<file path="src/rtl/f1_launch_ctrl_if.sv">
// f1_launch_ctrl_if: bundles the launch controller's stimulus inputs and
// status/result outputs.
//   tick, start, btn     timebase pulse, sequence request, driver button
//   lights_in[7:0]       light pattern from f1_fsm
//   fsm_en               one-cycle advance pulse to f1_fsm en
//   busy                 controller not idle
//   delay_val[8:0]       all-lit hold length in ticks (latched on HOLD entry)
//   result_valid         one-cycle result strobe
//   reaction_time, jump_start, timeout   result fields, held until next strobe
// Modports: slave = controller side, master = environment side.
interface f1_launch_ctrl_if #(
    parameter int CNT_W = 12
);
    logic             tick;
    logic             start;
    logic             btn;
    logic [7:0]       lights_in;
    logic             fsm_en;
    logic             busy;
    logic [8:0]       delay_val;
    logic             result_valid;
    logic [CNT_W-1:0] reaction_time;
    logic             jump_start;
    logic             timeout;

    modport slave (
        input  tick, start, btn, lights_in,
        output fsm_en, busy, delay_val, result_valid, reaction_time, jump_start, timeout
    );

    modport master (
        output tick, start, btn, lights_in,
        input  fsm_en, busy, delay_val, result_valid, reaction_time, jump_start, timeout
    );
endinterface

</file>
<file path="src/rtl/f1_launch_ctrl.sv">
// f1_launch_ctrl: F1 start-light sequencer and reaction timer wrapped around
// f1_fsm. Steps the lights up on ticks, holds all-lit for DELAY_MIN + LFSR
// ticks, commands lights-out, then counts ticks until the button press.
// Ports:
//   clk   system clock
//   rst   asynchronous active-low reset
//   bus   f1_launch_ctrl_if.slave (tick/start/btn/lights_in in; fsm_en, busy,
//         delay_val, result_valid, reaction_time, jump_start, timeout out)
// Parameters: CNT_W (reaction counter width), DELAY_MIN (minimum hold ticks).
// Build option: define F1_BTN_SYNC_EN to pass btn through a 2-flop
// synchronizer before edge detection (+2 cycles press latency).
module f1_launch_ctrl #(
    parameter int CNT_W     = 12,
    parameter int DELAY_MIN = 16
) (
    input logic             clk,
    input logic             rst,
    f1_launch_ctrl_if.slave bus
);

    localparam logic [1:0] IDLE  = 2'd0;
    localparam logic [1:0] SEQ   = 2'd1;
    localparam logic [1:0] HOLD  = 2'd2;
    localparam logic [1:0] ARMED = 2'd3;

    localparam logic [7:0]       ALL_OFF  = '0;
    localparam logic [7:0]       ALL_ON   = '1;
    localparam logic [8:0]       DLY_BASE = 9'(DELAY_MIN);
    localparam logic [CNT_W-1:0] CNT_MAX  = '1;
    localparam logic [CNT_W-1:0] CNT_ONE  = CNT_W'(1);
    localparam logic [CNT_W-1:0] CNT_PRE  = CNT_MAX - CNT_ONE;

    logic [1:0]       state;
    logic [6:0]       lfsr;
    logic [8:0]       hold_len;
    logic [8:0]       hold_cnt;
    logic [CNT_W-1:0] rcnt;
    logic             btn_in;
    logic             btn_prev;
    logic             press;

`ifdef F1_BTN_SYNC_EN
    logic btn_s1;
    logic btn_s2;

    always_ff @(posedge clk or negedge rst) begin
        if (!rst) begin
            btn_s1 <= 1'b0;
            btn_s2 <= 1'b0;
        end else begin
            btn_s1 <= bus.btn;
            btn_s2 <= btn_s1;
        end
    end

    assign btn_in = btn_s2;
`else
    assign btn_in = bus.btn;
`endif

    // Press is registered, so the FSM acts one cycle after the rising edge.
    always_ff @(posedge clk or negedge rst) begin
        if (!rst) begin
            btn_prev <= 1'b0;
            press    <= 1'b0;
        end else begin
            btn_prev <= btn_in;
            press    <= btn_in & ~btn_prev;
        end
    end

    // x^7 + x^6 + 1, free-running; nonzero seed keeps it off the zero state.
    always_ff @(posedge clk or negedge rst) begin
        if (!rst) lfsr <= 7'h01;
        else      lfsr <= {lfsr[5:0], lfsr[6] ^ lfsr[5]};
    end

    assign hold_len = DLY_BASE + {2'b00, lfsr};
    assign bus.busy = (state != IDLE);

    always_ff @(posedge clk or negedge rst) begin
        if (!rst) begin
            state             <= IDLE;
            hold_cnt          <= '0;
            rcnt              <= '0;
            bus.fsm_en        <= 1'b0;
            bus.delay_val     <= '0;
            bus.result_valid  <= 1'b0;
            bus.reaction_time <= '0;
            bus.jump_start    <= 1'b0;
            bus.timeout       <= 1'b0;
        end else begin
            bus.fsm_en       <= 1'b0;
            bus.result_valid <= 1'b0;
            case (state)
                IDLE: begin
                    if (bus.start && bus.lights_in == ALL_OFF) state <= SEQ;
                end
                SEQ: begin
                    if (bus.lights_in == ALL_ON) begin
                        bus.delay_val <= hold_len;
                        hold_cnt      <= hold_len;
                        state         <= HOLD;
                    end else if (bus.tick) begin
                        bus.fsm_en <= 1'b1;
                    end
                end
                HOLD: begin
                    if (press) begin
                        // Jump start: still kill the lights, report immediately.
                        bus.fsm_en        <= 1'b1;
                        bus.result_valid  <= 1'b1;
                        bus.reaction_time <= '0;
                        bus.jump_start    <= 1'b1;
                        bus.timeout       <= 1'b0;
                        state             <= IDLE;
                    end else if (bus.tick) begin
                        hold_cnt <= hold_cnt - 9'd1;
                        if (hold_cnt == 9'd1) begin
                            bus.fsm_en <= 1'b1;
                            rcnt       <= '0;
                            state      <= ARMED;
                        end
                    end
                end
                ARMED: begin
                    // Press takes priority over a coincident tick.
                    if (press) begin
                        bus.result_valid  <= 1'b1;
                        bus.reaction_time <= rcnt;
                        bus.jump_start    <= 1'b0;
                        bus.timeout       <= 1'b0;
                        state             <= IDLE;
                    end else if (bus.tick) begin
                        rcnt <= rcnt + CNT_ONE;
                        if (rcnt == CNT_PRE) begin
                            bus.result_valid  <= 1'b1;
                            bus.reaction_time <= CNT_MAX;
                            bus.jump_start    <= 1'b0;
                            bus.timeout       <= 1'b1;
                            state             <= IDLE;
                        end
                    end
                end
                default: state <= IDLE;
            endcase
        end
    end

endmodule

</file>
<file path="src/flat_wrapper.sv">
// flat-port wrapper written by rule: the top's interface ports become plain ports
module f1_launch_ctrl_flat 
#(
    parameter int CNT_W     = 12,
    parameter int DELAY_MIN = 16
)
  (clk, rst, bus_tick, bus_start, bus_btn, bus_lights_in, bus_fsm_en, bus_busy, bus_delay_val, bus_result_valid, bus_reaction_time, bus_jump_start, bus_timeout);
  f1_launch_ctrl_if #(.CNT_W(CNT_W)) bus_i ();
  input logic clk;
  input logic rst;
  input wire logic [$bits(bus_i.tick)-1:0] bus_tick;
  input wire logic [$bits(bus_i.start)-1:0] bus_start;
  input wire logic [$bits(bus_i.btn)-1:0] bus_btn;
  input wire logic [$bits(bus_i.lights_in)-1:0] bus_lights_in;
  output wire logic [$bits(bus_i.fsm_en)-1:0] bus_fsm_en;
  output wire logic [$bits(bus_i.busy)-1:0] bus_busy;
  output wire logic [$bits(bus_i.delay_val)-1:0] bus_delay_val;
  output wire logic [$bits(bus_i.result_valid)-1:0] bus_result_valid;
  output wire logic [$bits(bus_i.reaction_time)-1:0] bus_reaction_time;
  output wire logic [$bits(bus_i.jump_start)-1:0] bus_jump_start;
  output wire logic [$bits(bus_i.timeout)-1:0] bus_timeout;
  assign bus_i.tick = bus_tick;
  assign bus_i.start = bus_start;
  assign bus_i.btn = bus_btn;
  assign bus_i.lights_in = bus_lights_in;
  assign bus_fsm_en = bus_i.fsm_en;
  assign bus_busy = bus_i.busy;
  assign bus_delay_val = bus_i.delay_val;
  assign bus_result_valid = bus_i.result_valid;
  assign bus_reaction_time = bus_i.reaction_time;
  assign bus_jump_start = bus_i.jump_start;
  assign bus_timeout = bus_i.timeout;
  f1_launch_ctrl #(.CNT_W(CNT_W), .DELAY_MIN(DELAY_MIN)) u_core (.clk(clk), .rst(rst), .bus(bus_i));
endmodule
</file>
<file path="config.mk">
export PLATFORM = sky130hd
export DESIGN_NAME = f1_launch_ctrl_flat
export DESIGN_NICKNAME = d
export VERILOG_FILES = /design/src/rtl/f1_launch_ctrl_if.sv /design/src/rtl/f1_launch_ctrl.sv /design/src/flat_wrapper.sv
export SDC_FILE = /design/constraint.sdc
export NUM_CORES = 1
export LEC_CHECK = 0
export ABC_AREA = 1
export BUFFER_PORTS_ARGS = -buffer_cell sky130_fd_sc_hd__buf_2
export CAP_MARGIN = 20
export CORE_MARGIN = 8
export CORE_UTILIZATION = 57
export CTS_CLUSTER_SIZE = 14
export DETAILED_ROUTE_END_ITERATION = 10
export MAX_ROUTING_LAYER = met4
export PLACE_DENSITY = 0.79
export SYNTH_ARGS = -nofsm -noshare
export SYNTH_HDL_FRONTEND = slang
export SYNTH_SLANG_ARGS = --single-unit
</file>
<file path="constraint.sdc">
create_clock -name clk -period 1.9 [get_ports clk]
set_input_delay 0.19 -clock clk [delete_from_list [all_inputs] [get_ports clk]]
set_output_delay 0.19 -clock clk [all_outputs]
set_load 0.05 [all_outputs]
</file>
==> results of run 1 <==
[cells in the mapped netlist]
cell	n	area [um^2]
sky130_fd_sc_hd__nand2_4	1	11.3
sky130_fd_sc_hd__xnor2_1	2	17.5
sky130_fd_sc_hd__conb_1	1	3.75
sky130_fd_sc_hd__buf_4	2	15.0
sky130_fd_sc_hd__nor2_4	3	33.8
sky130_fd_sc_hd__nand2_1	86	323
sky130_fd_sc_hd__clkbuf_1	3	11.3
sky130_fd_sc_hd__nand3_2	1	10.0
sky130_fd_sc_hd__nor2_2	3	18.8
sky130_fd_sc_hd__a21boi_0	2	15.0
sky130_fd_sc_hd__nor2_1	31	116
sky130_fd_sc_hd__o21ai_2	17	149
sky130_fd_sc_hd__o21a_1	2	15.0
sky130_fd_sc_hd__inv_2	5	18.8
sky130_fd_sc_hd__o21ai_0	28	140
sky130_fd_sc_hd__nor3_1	2	10.0
sky130_fd_sc_hd__xor2_1	3	26.3
sky130_fd_sc_hd__buf_6	3	33.8
sky130_fd_sc_hd__nand2_2	8	50.1
sky130_fd_sc_hd__mux2_2	6	67.6
sky130_fd_sc_hd__buf_2	1	5.00
sky130_fd_sc_hd__nand4_1	7	43.8
sky130_fd_sc_hd__nand3_1	17	85.1
sky130_fd_sc_hd__a21oi_1	10	50.1
sky130_fd_sc_hd__o21ai_1	6	30.0
sky130_fd_sc_hd__o22ai_1	1	6.26
sky130_fd_sc_hd__ha_1	10	125
sky130_fd_sc_hd__o21bai_1	1	7.51
sky130_fd_sc_hd__dfstp_2	1	26.3
sky130_fd_sc_hd__dfrtp_1	55	1380
sky130_fd_sc_hd__inv_1	31	116
[per-layer routing]
| metal | share of wire [%] | vias up | track usage [%] |
|---|---|---|---|
| met2 | 48 | 61 | 27.9 |
| li1 | - | 1208 | - |
| met4 | 1.8 | 0 | 6.61 |
| met5 | 0 | - | - |
| met3 | 4.8 | 12 | 2.91 |
| met1 | 45 | 1137 | 22.3 |
[kinds of logic (layout without fill, tap and decap cells)]
group,count (synthesis),in the layout,share of synthesized area (%)
xor+xnor,5,5,1.48
buf+inv,45,87,6.77
flops,56,56,47.4
compound gates,67,67,14.0
other cells,1,1,0.127
simple gates,159,160,23.7
mux,6,6,2.28
fa+ha+maj,10,10,4.23
[report_power, final]
| group | internal, mW | switching, mW | total (mW) | leakage, nW |
|---|---|---|---|---|
| logic | 0.610 | 1.56 | 2.17 | 0.828 |
| registers | 1.48 | 0.235 | 1.71 | 0.755 |
| clock network | 0.262 | 0.400 | 0.661 | 0.0404 |
| total | 2.35 | 2.20 | 4.55 | 1.62 |
[what timing repair did]
| item | in CTS | in global routing |
|---|---|---|
| buffers inserted | 0 | 0 |
| hold buffers | 2 | 0 |
| resized for setup | 0 | 2 |
| hold endpoints to repair | 21 | 0 |
| setup endpoints to repair | 0 | 4 |
[worst max-delay path, delay by kind of cell, from the launching register on]
kind / cells / cell delay, ns
flops: 1 / 0.40
simple gates: 6 / 0.73
compound gates: 1 / 0.13
fa+ha+maj: 1 / 0.15
buf+inv: 2 / 0.26
[state kept, by name (all words and copies together), names as in the netlist]
name / flops
u_core.bus.delay_val: 8
u_core.hold_cnt: 9
u_core.bus.result_valid: 1
u_core.bus.timeout: 1
u_core.lfsr: 7
u_core.press: 1
u_core.rcnt: 12
u_core.bus.jump_start: 1
u_core.bus.reaction_time: 12
u_core.btn_prev: 1
u_core.state: 2
u_core.bus.fsm_en: 1
[per-stage QoR]
stage          hold WS, ns  power, mW  util [%]
2_1_floorplan       -0.106       3.37         -
3_3_place_gp         0.182       3.79      63.6
3_5_place_dp         0.189       3.85      63.6
4_1_cts              0.168       4.54      65.9
5_1_grt              0.189       4.87      66.1
6_report             0.175       4.55      66.1
[how the worst min path moves through the flow]
stage	startpoint	endpoint	slack [ns]	cells past startpoint
after floorplan	rst	u_core.btn_prev	-0.11	0
after global placement	rst	u_core.rcnt[8]	0.18	1
after detailed placement	rst	u_core.rcnt[2]	0.19	1
after CTS	bus_tick	u_core.bus.fsm_en	0.17	3
after global routing	bus_tick	u_core.bus.fsm_en	0.19	3
final	bus_tick	u_core.bus.fsm_en	0.18	3
[area by class of cell]
class | instances | area, um^2 | area share, %
Clock inverter | 3 | 23.8 | 0.713
Multi-Input combinational cell | 249 | 1370 | 41.0
Timing Repair Buffer | 43 | 248 | 7.43
Sequential cell | 56 | 1400 | 42.1
Clock buffer | 5 | 68.8 | 2.06
Tap cell | 70 | 87.6 | 2.63
Inverter | 36 | 138 | 4.13
==> flow_results.xml, run 1 <==
<?xml version="1.0" encoding="UTF-8"?>
<metrics>
  <group name="outcome">
    <metric name="run_status" unit="">finished, final reports clean</metric>
  </group>
  <group name="sta">
    <metric name="finalSetupViolations" unit="">0</metric>
    <metric name="layout_min_cycle_time" unit="ns">1.72</metric>
    <metric name="worstMarginPinSlew" unit="ns">0.507</metric>
    <metric name="hold_viol_final" unit="">0</metric>
    <metric name="max_clock_freq" unit="GHz">0.581</metric>
    <metric name="timing.setup.tns" unit="ns">0</metric>
    <metric name="clock-skew-final" unit="ns">0.0117</metric>
    <metric name="grt_setup_unrepaired" unit="">no</metric>
    <metric name="slew-limit-headroom" unit="%">66.2</metric>
    <metric name="finalCritPeriodShare" unit="%">90.6</metric>
    <metric name="drv_slew" unit="">0</metric>
    <metric name="final.setup.worst_slack" unit="ns">0.179</metric>
  </group>
  <group name="clocking">
    <metric name="cts.root.buffer_cell" unit="">sky130_fd_sc_hd__clkbuf_8</metric>
    <metric name="insertion_delay_of_the_later_clocked_pin_in_the_worst_skew_pair" unit="ns">0.32</metric>
    <metric name="ctsLongestPathBuffers" unit="">2</metric>
    <metric name="clk_pin_slew_worst_paths" unit="ns">0.11</metric>
    <metric name="clkSinkCount" unit="">56</metric>
    <metric name="cts-buffers-inserted" unit="">5</metric>
    <metric name="cts_max_level" unit="">2</metric>
    <metric name="cts_tree" unit="">built</metric>
  </group>
  <group name="power">
    <metric name="powerDensity" unit="mW/mm^2">1360</metric>
    <metric name="cellLeakagePower" unit="nW">1.62</metric>
    <metric name="worst_ir_drop_vdd" unit="uV">854</metric>
  </group>
  <group name="worst_setup_path">
    <metric name="worst_setup_path_end_kind" unit="">register</metric>
    <metric name="crit_type" unit="">register to register</metric>
    <metric name="crit_path_start" unit="">u_core.hold_cnt[1]</metric>
    <metric name="ff2ff_path_depth" unit="">10</metric>
    <metric name="critical_path_arrival" unit="ns">1.97</metric>
    <metric name="worst_r2r_startpoint" unit="">u_core.hold_cnt[1]</metric>
    <metric name="crit_path_frequent_cell" unit="">sky130_fd_sc_hd__nand2_1</metric>
    <metric name="critical_path.max_stage_delay" unit="ns">0.40</metric>
    <metric name="worst_setup_path_start_kind" unit="">register</metric>
    <metric name="r2r-end" unit="">u_core.rcnt[2]</metric>
    <metric name="worstPathRequired" unit="ns">2.15</metric>
    <metric name="worst_setup_path_endpoint" unit="">u_core.rcnt[2]</metric>
    <metric name="path_cells" unit="">inv_1 &gt; ha_1 &gt; nand2_1 &gt; nor2_1 &gt; nand2_1 &gt; nand2_1 &gt; nand2_2 &gt; inv_2 &gt; nand2_1 &gt; o21ai_1</metric>
    <metric name="timing.critical_path.slowest_stage_cell" unit="">sky130_fd_sc_hd__dfrtp_1</metric>
    <metric name="r2r_setup_slack" unit="ns">0.18</metric>
    <metric name="critical_path.max_fanout" unit="">17</metric>
  </group>
  <group name="cells_and_area">
    <metric name="area.growth.synth_to_final" unit="%">12.7</metric>
    <metric name="proportion_of_layout_cells_with_a_drive_suffix_above_1" unit="%">24.2</metric>
    <metric name="cell_count_final_fillers_out" unit="">462</metric>
    <metric name="commonest_non_fill_non_tap_cell_in_the_layout" unit="">sky130_fd_sc_hd__nand2_1</metric>
    <metric name="antenna_cells" unit="">0</metric>
    <metric name="mostFrequentLayoutCells" unit="">sky130_fd_sc_hd__nand2_1, sky130_fd_sc_hd__dfrtp_1, sky130_fd_sc_hd__buf_2</metric>
    <metric name="number_of_inserted_filler_cells_in_the_final_layout" unit="">437</metric>
    <metric name="final_design_area_no_fill" unit="mm^2">0.00333</metric>
    <metric name="fin_nets" unit="">414</metric>
  </group>
  <group name="route">
    <metric name="remaining_drc_errors" unit="">0</metric>
    <metric name="vias_after_detailed_routing" unit="">2418</metric>
    <metric name="drt_iter0_drc" unit="">194</metric>
    <metric name="routed_via_density" unit="">5.23</metric>
    <metric name="detail_route.first_pass.iterations" unit="">5</metric>
    <metric name="routed_wirelength" unit="um">6380</metric>
    <metric name="ant_nets" unit="">0</metric>
    <metric name="routed_wire_length_per_instance" unit="um">13.8</metric>
  </group>
  <group name="yosys">
    <metric name="yosysWarningCount" unit="">0</metric>
    <metric name="syn-num-nets" unit="">372</metric>
    <metric name="fraction_of_the_yosys_area_taken_by_sequential_cells" unit="%">47.4</metric>
    <metric name="yosys_register_bits" unit="">56</metric>
    <metric name="syn_area_per_cell" unit="um^2">8.48</metric>
    <metric name="synthCells" unit="">349</metric>
    <metric name="yosys.cell_types.count" unit="">31</metric>
    <metric name="syn_area" unit="mm^2">0.00296</metric>
  </group>
  <group name="floorplan">
    <metric name="fp.dieArea" unit="mm^2">0.00775</metric>
    <metric name="core-area" unit="mm^2">0.00504</metric>
    <metric name="io-pin-count" unit="">39</metric>
    <metric name="starting_density_of_the_core" unit="%">58.7</metric>
    <metric name="die-width" unit="um">88.0</metric>
    <metric name="placement_rows" unit="">26</metric>
    <metric name="fp.dieH" unit="um">88.0</metric>
  </group>
  <group name="placed_design">
    <metric name="place.detailed.hpwl" unit="um">4650</metric>
    <metric name="pre_cts_ws" unit="ns">0.159</metric>
    <metric name="placement.io_buffers" unit="">37</metric>
    <metric name="place_area" unit="mm^2">0.00321</metric>
    <metric name="numPlacedInstances" unit="">451</metric>
    <metric name="place.gp.congestion" unit="">0.894</metric>
  </group>
  <group name="global_routing">
    <metric name="grt_max_degree" unit="">37</metric>
    <metric name="global_route.usage.total" unit="%">17.7</metric>
    <metric name="grt_antenna_before_repair" unit="">0</metric>
    <metric name="grt_remaining_overflow" unit="">0</metric>
    <metric name="global_route_wire_length_before_repair" unit="um">10600</metric>
    <metric name="vias_in_the_first_global_route" unit="">2274</metric>
  </group>
  <group name="min_path">
    <metric name="class_of_the_most_critical_hold_timing_path" unit="">input port to register</metric>
  </group>
  <group name="job">
    <metric name="timing.max_cap.violations" unit="">0</metric>
  </group>
</metrics>
(Power assumes the default switching activity.)
==> run 2, diff against run 1 <==
- REMOVE_ABC_BUFFERS: default -> 1
==> run 2 against run 1 <==
Effect of this change: clock skew decreased by 0.0052 ns; non-clock buffer count rose by 1; die area did not move; clock power rose by 20%; critical path type unchanged; critical path depth is the same; critical endpoint unchanged; highest routed layer unchanged.
==> flow_results.xml, run 2 (synthesis gave the netlist of run 1 again) <==
<?xml version="1.0" encoding="UTF-8"?>
<metrics>
  <group name="clocking">
    <metric name="clkSinkCount" unit="">56</metric>
    <metric name="clk_pin_slew_worst_paths" unit="ns">0.10</metric>
    <metric name="ctsLongestPathBuffers" unit="">2</metric>
    <metric name="insertion_delay_of_the_later_clocked_pin_in_the_worst_skew_pair" unit="ns">0.32</metric>
    <metric name="cts.root.buffer_cell" unit="">sky130_fd_sc_hd__clkbuf_8</metric>
    <metric name="cts_resized" unit="">0</metric>
    <metric name="cts_max_level" unit="">2</metric>
    <metric name="cts-buffers-inserted" unit="">5</metric>
    <metric name="cts_tree" unit="">built</metric>
  </group>
  <group name="global_routing">
    <metric name="global_route_wire_length_before_repair" unit="um">10300</metric>
    <metric name="vias_in_the_first_global_route" unit="">2316</metric>
    <metric name="grt_remaining_overflow" unit="">0</metric>
    <metric name="grt_antenna_before_repair" unit="">0</metric>
    <metric name="global_route.usage.total" unit="%">17.2</metric>
    <metric name="grt_max_degree" unit="">36</metric>
  </group>
  <group name="placed_design">
    <metric name="place.gp.congestion" unit="">0.907</metric>
    <metric name="pre_cts_ws" unit="ns">0.210</metric>
    <metric name="place.detailed.hpwl" unit="um">4400</metric>
    <metric name="placement.io_buffers" unit="">37</metric>
  </group>
  <group name="worst_setup_path">
    <metric name="path_cells" unit="">inv_1 &gt; ha_1 &gt; inv_2 &gt; nand2_2 &gt; nand2_1 &gt; nor2_2 &gt; nand2_2 &gt; inv_2 &gt; nand2_1 &gt; o21ai_1</metric>
    <metric name="worstPathRequired" unit="ns">2.15</metric>
    <metric name="critical_path.max_stage_delay" unit="ns">0.44</metric>
    <metric name="ff2ff_path_depth" unit="">10</metric>
    <metric name="timing.critical_path.slowest_stage_cell" unit="">sky130_fd_sc_hd__dfrtp_1</metric>
    <metric name="crit_type" unit="">register to register</metric>
    <metric name="worst_setup_path_end_kind" unit="">register</metric>
    <metric name="critical_path.max_fanout" unit="">14</metric>
    <metric name="worst_setup_path_start_kind" unit="">register</metric>
    <metric name="critical_path_arrival" unit="ns">1.97</metric>
  </group>
  <group name="sta">
    <metric name="drv_slew" unit="">0</metric>
    <metric name="final.setup.worst_slack" unit="ns">0.174</metric>
    <metric name="timing.setup.tns" unit="ns">0</metric>
    <metric name="finalSetupViolations" unit="">0</metric>
    <metric name="layout_min_cycle_time" unit="ns">1.73</metric>
    <metric name="finalCritPeriodShare" unit="%">90.8</metric>
    <metric name="max_clock_freq" unit="GHz">0.579</metric>
    <metric name="worstMarginPinSlew" unit="ns">0.534</metric>
    <metric name="slew-limit-headroom" unit="%">64.4</metric>
    <metric name="hold_viol_final" unit="">0</metric>
    <metric name="grt_setup_unrepaired" unit="">no</metric>
    <metric name="clock-skew-final" unit="ns">0.00643</metric>
  </group>
  <group name="cells_and_area">
    <metric name="antenna_cells" unit="">0</metric>
    <metric name="final_core_density" unit="%">66.4</metric>
    <metric name="fin_nets" unit="">414</metric>
    <metric name="mostFrequentLayoutCells" unit="">sky130_fd_sc_hd__nand2_1, sky130_fd_sc_hd__dfrtp_1, sky130_fd_sc_hd__buf_2</metric>
    <metric name="proportion_of_layout_cells_with_a_drive_suffix_above_1" unit="%">24.2</metric>
    <metric name="largestRegisters" unit="">u_core.bus.reaction_time: 12 flops, u_core.rcnt: 12 flops, u_core.hold_cnt: 9 flops</metric>
    <metric name="area.growth.synth_to_final" unit="%">13.2</metric>
    <metric name="commonest_non_fill_non_tap_cell_in_the_layout" unit="">sky130_fd_sc_hd__nand2_1</metric>
    <metric name="number_of_inserted_filler_cells_in_the_final_layout" unit="">439</metric>
  </group>
  <group name="floorplan">
    <metric name="starting_density_of_the_core" unit="%">58.7</metric>
    <metric name="placement_rows" unit="">26</metric>
    <metric name="die-width" unit="um">88.0</metric>
    <metric name="fp.dieArea" unit="mm^2">0.00775</metric>
    <metric name="core-area" unit="mm^2">0.00504</metric>
    <metric name="fp.dieH" unit="um">88.0</metric>
    <metric name="io-pin-count" unit="">39</metric>
  </group>
  <group name="route">
    <metric name="routed_wire_length_per_instance" unit="um">13.0</metric>
    <metric name="routed_via_density" unit="">5.10</metric>
    <metric name="vias_after_detailed_routing" unit="">2358</metric>
    <metric name="drt_iter0_drc" unit="">225</metric>
    <metric name="dr.max_layer_used" unit="">met4</metric>
    <metric name="routed_wirelength" unit="um">6000</metric>
    <metric name="route.layer.met1.wl" unit="um">2860</metric>
    <metric name="remaining_drc_errors" unit="">0</metric>
    <metric name="sum_of_met2_wire_segment_lengths_after_detailed_routing" unit="um">2800</metric>
    <metric name="detail_route.first_pass.iterations" unit="">4</metric>
    <metric name="ant_nets" unit="">0</metric>
    <metric name="met3_wirelength" unit="um">258</metric>
  </group>
  <group name="power">
    <metric name="power_frac_seq" unit="%">36.9</metric>
    <metric name="internal_power" unit="mW">2.47</metric>
    <metric name="p_sw" unit="mW">2.15</metric>
    <metric name="power.share.clock" unit="%">17.2</metric>
    <metric name="cellLeakagePower" unit="nW">1.64</metric>
    <metric name="worst_ir_drop_vdd" unit="uV">860</metric>
    <metric name="powerDensity" unit="mW/mm^2">1380</metric>
    <metric name="swShare" unit="%">46.5</metric>
    <metric name="comb_power_share" unit="%">45.9</metric>
  </group>
  <group name="job">
    <metric name="timing.max_cap.violations" unit="">0</metric>
  </group>
  <group name="min_path">
    <metric name="class_of_the_most_critical_hold_timing_path" unit="">input port to register</metric>
    <metric name="worst_hold_depth" unit="">3</metric>
  </group>
  <group name="outcome">
    <metric name="run_status" unit="">finished, final reports clean</metric>
  </group>
</metrics>
## run 2: cell count changes in the layout (fill, tap and decap cells not counted), sizes merged
cell / previous run / this run
bufinv: 0 / 1
buf: 41 / 42
nand2: 96 / 95
clkinvlp: 2 / 1
## run 2: what timing repair did
action / in CTS / in global routing
hold buffers: 2 / 0
buffers inserted: 0 / 0
hold endpoints to repair: 22 / 0
setup endpoints to repair: 0 / 0
## run 2: routing by layer
layer / global-route usage [%] / vias up
met5: - / -
met4: 5.53 / 0
met3: 3.56 / 8
met2: 26.8 / 41
met1: 21.8 / 1096
li1: - / 1213
## run 2: layout make-up
class	count	area [um^2]	share of cell area [%]
Multi-Input combinational cell	248	1360	40.5
Tap cell	70	87.6	2.62
Sequential cell	56	1400	41.9
Inverter	36	135	4.04
Clock inverter	3	42.5	1.27
Timing Repair Buffer	44	255	7.63
Clock buffer	5	68.8	2.06
## run 2: critical path, delay by kind of cell (launching register included)
family                   cells  cell delay, ns
AND/OR/NAND/NOR              5            0.54
adder cells (fa/ha/maj)      1            0.23
buffers and inverters        3            0.32
AO/OA/AOI/OAI                1            0.13
flip-flops                   1            0.44
## run 2: path summary, 6_finish.rpt
path                            startpoint                 to  slack (ns)
max                        u_core.state[0]     u_core.rcnt[2]        0.17
min                               bus_tick  u_core.bus.fsm_en        0.16
max reg2reg                u_core.state[0]     u_core.rcnt[2]        0.17
min reg2reg                u_core.btn_prev       u_core.press        0.41
max in group asynchronous              rst     u_core.lfsr[0]        0.90
min in group asynchronous              rst     u_core.rcnt[2]        0.37
## run 2: power by group through the flow
| stage | clock, mW | combinational [mW] | sequential, mW |
|---|---|---|---|
| floorplan | 0 | 1.17 | 2.15 |
| global placement | 0 | 2.07 | 1.72 |
| detailed placement | 0 | 2.12 | 1.73 |
| CTS | 0.804 | 2.13 | 1.70 |
| global route | 0.851 | 2.36 | 1.75 |
| finish | 0.793 | 2.12 | 1.70 |
## run 2: per-stage QoR
step / power [mW] / cells / hold WS (ns) / cell area [um^2]
2_1_floorplan: 3.31 / 340 / -0.106 / 2890
3_3_place_gp: 3.79 / 452 / 0.194 / 3220
3_5_place_dp: 3.84 / 452 / 0.202 / 3220
4_1_cts: 4.64 / 462 / 0.157 / 3350
5_1_grt: 4.96 / 462 / 0.149 / 3350
6_report: 4.62 / 462 / 0.159 / 3350
